## src/rtl/instr_memory_loader.sv

```systemverilog
// instr_memory_loader: byte-stream program loader with registered little-endian instruction fetch.
module instr_memory_loader #(
  parameter int DATAWIDTH  = 8,
  parameter int ADDWIDTH   = 7,
  parameter int INSTRBYTES = 4
) (
  input  logic                            clk,
  input  logic                            rst,
  input  logic                            load_start,
  input  logic                            load_valid,
  input  logic [DATAWIDTH-1:0]            load_data,
  input  logic                            load_last,
  output logic                            load_ready,
  output logic [ADDWIDTH:0]               load_count,
  input  logic                            fetch_req,
  input  logic [ADDWIDTH-1:0]             fetch_addr,
  output logic                            fetch_valid,
  output logic [DATAWIDTH*INSTRBYTES-1:0] instruction,
  output logic                            misaligned,
  output logic                            fetch_err,
  output logic                            busy
);
  typedef enum logic [1:0] {IDLE, LOAD, READY} state_t;
  localparam logic [ADDWIDTH-1:0] AMASK = ADDWIDTH'(INSTRBYTES - 1);
  state_t state_q, state_d;
  logic [ADDWIDTH-1:0] ptr_q, ptr_d;
  logic [ADDWIDTH:0] count_q, count_d;
  logic fetch_valid_q, fetch_valid_d, fetch_err_q, fetch_err_d, misaligned_q, misaligned_d;
  logic [DATAWIDTH*INSTRBYTES-1:0] instr_q, instr_d, rd_word;
  logic [DATAWIDTH-1:0] mem [2**ADDWIDTH];
  logic accept, full, start, fetch_ok;
  assign accept   = state_q == LOAD && load_valid;
  assign full     = &ptr_q;
  assign start    = state_q != LOAD && load_start;
  assign fetch_ok = state_q == READY && fetch_req && !load_start;
  genvar k;
  for (k = 0; k < INSTRBYTES; k++) begin : g_rd
    assign rd_word[k*DATAWIDTH +: DATAWIDTH] = mem[fetch_addr + ADDWIDTH'(k)];
  end
  always_ff @(posedge clk or posedge rst)
    if (rst) state_q <= IDLE;
    else state_q <= state_d;
  always_comb
    state_d = start ? LOAD : (accept && (load_last || full)) ? READY : state_q;
  always_comb begin
    ptr_d        = start ? '0 : accept ? ptr_q + 1'b1 : ptr_q;
    count_d      = start ? '0 : accept ? count_q + 1'b1 : count_q;
    fetch_valid_d = fetch_ok;
    fetch_err_d  = fetch_req && !fetch_ok;
    misaligned_d = fetch_ok ? |(fetch_addr & AMASK) : misaligned_q;
    instr_d      = fetch_ok ? rd_word : instr_q;
  end
  always_ff @(posedge clk or posedge rst)
    if (rst) begin
      ptr_q         <= '0;
      count_q       <= '0;
      fetch_valid_q <= 1'b0;
      fetch_err_q   <= 1'b0;
      misaligned_q  <= 1'b0;
      instr_q       <= '0;
    end else begin
      ptr_q         <= ptr_d;
      count_q       <= count_d;
      fetch_valid_q <= fetch_valid_d;
      fetch_err_q   <= fetch_err_d;
      misaligned_q  <= misaligned_d;
      instr_q       <= instr_d;
    end
  // Memory contents survive reset so an aborted load keeps what it wrote.
  always_ff @(posedge clk)
    if (accept) mem[ptr_q] <= load_data;
  assign load_ready  = state_q == LOAD;
  assign busy        = state_q == LOAD;
  assign load_count  = count_q;
  assign fetch_valid = fetch_valid_q;
  assign fetch_err   = fetch_err_q;
  assign misaligned  = misaligned_q;
  assign instruction = instr_q;
endmodule

```

## config.mk

```make
export PLATFORM = sky130hd
export DESIGN_NAME = instr_memory_loader
export DESIGN_NICKNAME = d
export VERILOG_FILES = /design/src/rtl/instr_memory_loader.sv
export SDC_FILE = /design/constraint.sdc
export NUM_CORES = 2
export LEC_CHECK = 0
export BUFFER_PORTS_ARGS = -buffer_cell sky130_fd_sc_hd__buf_2
export CAP_MARGIN = 0
export CORE_MARGIN = 2
export CORE_UTILIZATION = 23
export CTS_CLUSTER_SIZE = 20
export DETAILED_ROUTE_END_ITERATION = 8
export GPL_TIMING_DRIVEN = 0
export PLACE_DENSITY_LB_ADDON = 0.08
export SETUP_SLACK_MARGIN = 0.02
export SLEW_MARGIN = 0
export SYNTH_ARGS = -nofsm -noshare
export SYNTH_HDL_FRONTEND = slang
export SYNTH_SLANG_ARGS = --single-unit
```

## constraint.sdc

```tcl
create_clock -name clk -period 2.25 [get_ports clk]
set_clock_uncertainty 0.15 [all_clocks]
set_input_delay 0 -clock clk [delete_from_list [all_inputs] [get_ports clk]]
set_output_delay 0 -clock clk [all_outputs]
set_load 0.02 [all_outputs]
```

==> results.json <==
{
  "synth_area_per_cell_um2": 15.9,
  "finalSetupViolCount": 933,
  "clk_latency_ns": 0.89,
  "ys_ff_latch": 1076,
  "cp.required_ns": 2.83,
  "hp-class": "input port to register",
  "grt_pass1_wl_mm": 646,
  "p_total_w": 0.0658,
  "ant_nets": 0,
  "overflow": 0,
  "rows": 197,
  "coreArea_mm2": 0.288,
  "p_leak_nw": 28.9,
  "path_common_cell": "mux4_2",
  "drc": 0,
  "area_growth_pct": 33.3,
  "worst-setup-path-type": "register to register",
  "drt_first_iter_violations": 10100,
  "die_w_um": 542,
  "slew_viol_final": 0,
  "netlist_instances": 4169,
  "nets": 4935,
  "firstDrtPassIters": 6,
  "ios": 66,
  "grt_pass1_vias": 52600,
  "power_density_mw_per_mm2": 743,
  "ys_seq_area_frac": 0.482,
  "antenna_found_initial": 60,
  "wl_mm": 525,
  "worst_setup_path_end_kind": "register",
  "setup_slack_ns": -0.818,
  "grt_max_degree": 82,
  "ys_types": 67,
  "synthArstFlopShare": 0.0483,
  "yosys_warnings": 0,
  "start_util": 0.231,
  "drt-wirelength-per-cell_um": 59.5,
  "hold_viol": 0,
  "die-area_mm2": 0.293,
  "rsz0062_at_grt": "yes",
  "max_cap_violations": 0,
  "drive_gt1_frac": 0.524,
  "synth.cell_area_mm2": 0.0665,
  "crit_path_cell_trace": "mux4_2 -> mux4_2 -> mux2_2 -> a22oi_2 -> nand2_1",
  "ys.flop_type": "edfxtp_1",
  "grtUsageTotal": 0.350,
  "ir_drop_v": 0.000595,
  "htreeDepth": 4,
  "slew_headroom": 0.199,
  "worstSetupStartpointType": "register",
  "viasPerCell": 6.44,
  "fmax_mhz": 326,
  "dpl.hpwl_mm": 383,
  "crit_slowest_cell": "a22oi_2",
  "die_y_um": 542,
  "port_buffers": 63,
  "final_cell_mix": "edfxtp_1, mux4_2, nand2_1",
  "status": "finished, violations left",
  "clk_pin_slew_ns": 0.06,
  "cp.arrival_ns": 3.64,
  "layout_commonest_cell": "edfxtp_1",
  "cts_tree": "yes",
  "cts_inserted_buffers": 153,
  "worst_slew_pin_slew_ns": 1.20,
  "period_needed_ns": 3.07,
  "cts_root_buf": "clkbuf_16",
  "place.gp.congestion": 1.06,
  "violations": "negative setup slack",
  "vias": 56900,
  "path_max_fanout": 4,
  "fin_crit_sh": 1.36,
  "cts.sinks": 1076,
  "place_ws_ns": -4.47,
  "clockBufferDepth": 4,
  "syn-num-nets": 4196,
  "synth-edff-count": 1024,
  "slowest_delay_ns": 0.72
}
==> worst max-delay path: cells and delay by family, from the launching register on <==
family	cells	cell delay, ns
mux	3	1.48
compound gates	1	0.72
flops	1	0.44
simple gates	1	0.16
==> path summary, 6_finish.rpt <==
path                               startpoint               to  slack, ns  cells past startpoint
worst max-delay path               mem[27][1]  instruction[17]      -0.82                      5
max in group asynchronous                 rst   instruction[2]       1.20                      5
min in group asynchronous                 rst         ptr_q[1]       0.06                      4
worst max register to register     mem[27][1]  instruction[17]      -0.82                      5
worst min register to register  load_count[7]    load_count[7]       0.39                      2
worst min-delay path             load_data[4]       mem[28][4]       0.05                      2
==> through the flow <==
stage	instance area, µm²	hold slack (ns)	instances	TNS [ns]	utilization
global route	88500	0.0526	8809	-201.47	0.308
finish	88600	0.0504	8829	-146.21	0.308
detailed placement	73300	-0.184	8045	-1716.00	0.254
global placement	72400	0.108	8013	-3208.91	0.252
floorplan	67400	-0.0511	4169	-10.06	-
CTS	87200	-0.0585	8742	-37.64	0.303
==> cells in the mapped netlist (all sizes together), types with 2 or more instances <==
library cell	n	area [µm²]
a41oi	6	52.6
a21oi	61	317
a2111oi	14	138
o21ai	52	260
a31oi	51	319
a211oi	6	45.0
dfrtp	52	1300
xnor2	11	123
nor2b	8	50.1
and2	6	37.5
ha	6	75.1
buf	257	1390
o22ai	37	231
inv	22	82.6
mux2i	142	1420
mux2	25	282
o221ai	8	70.1
a32oi	37	324
nor2	198	746
a221oi	38	333
nand2	501	1880
and3	25	156
o31ai	3	22.5
nand3	190	963
a311oi	7	61.3
xor2	16	148
a211o	4	35.0
a221o	5	50.1
nand2b	5	31.3
a32o	5	50.1
mux4	1015	22900
edfxtp	1024	30700
nand3b	6	45.0
nor3b	3	22.5
nor3	29	145
clkbuf	129	484
a22o	2	17.5
clkinv	2	7.51
a22oi	62	465
o2111ai	2	17.5
o211ai	20	150
nand4	64	407
nand4b	2	17.5
==> kinds of logic (layout without fill, tap and decap cells) <==
group,count (synthesis),in the layout,synth area share
multiplexers,1182,1182,0.370
flip-flops,1076,1076,0.482
AND/OR/NAND/NOR,1039,1039,0.0680
AO/OA/AOI/OAI,429,429,0.0457
buffers and inverters,410,1263,0.0295
XOR/XNOR,27,27,0.00407
adder cells (fa/ha/maj),6,6,0.00113
other,0,26,0
==> power by group <==
group / leakage (nW) / internal, W / switching, W
registers: 9.87 / 0.0224 / 0.000913
logic: 16.7 / 0.00586 / 0.0122
clock network: 2.35 / 0.0141 / 0.0103
total: 28.9 / 0.0424 / 0.0234
==> state kept, by name (all words and copies together) (netlist names) <==
register	flops
instruction	32
mem	1024
load_count	8
misaligned	1
state_q	2
fetch_err	1
fetch_valid	1
ptr_q	7
==> routing by layer <==
metal  vias up  routed length [µm]  global-route usage  part of all wire
li1      19400                   -                   -                 -
met1     31000              197000               0.438              0.37
met2      5090              216000               0.495              0.41
met3      1276               58300               0.110              0.11
met4        20               53900               0.284              0.10
met5         -                 142                   0           0.00027
==> cell type report <==
type	count	area [µm²]
fillers	28300	199000
diodes	26	65.1
clock inverters	89	831
well taps	3781	4730
plain buffers	383	4480
flip-flops and latches	1076	32100
inverters	24	130
repair buffers	587	6710
clock buffers	180	3980
multi-input cells	2683	35600
==> what timing repair did <==
| item | in CTS | in global routing |
|---|---|---|
| buffers inserted | 398 | 68 |
| setup endpoints to repair | 1063 | 866 |
| cloned | 10 | 1 |
| pin swaps | 189 | 91 |
| gates resized for setup | 1074 | 203 |
| endpoints found under the hold margin | 1196 | 0 |
| hold buffers | 21 | 0 |
Power figures use the tool's default switching activity.
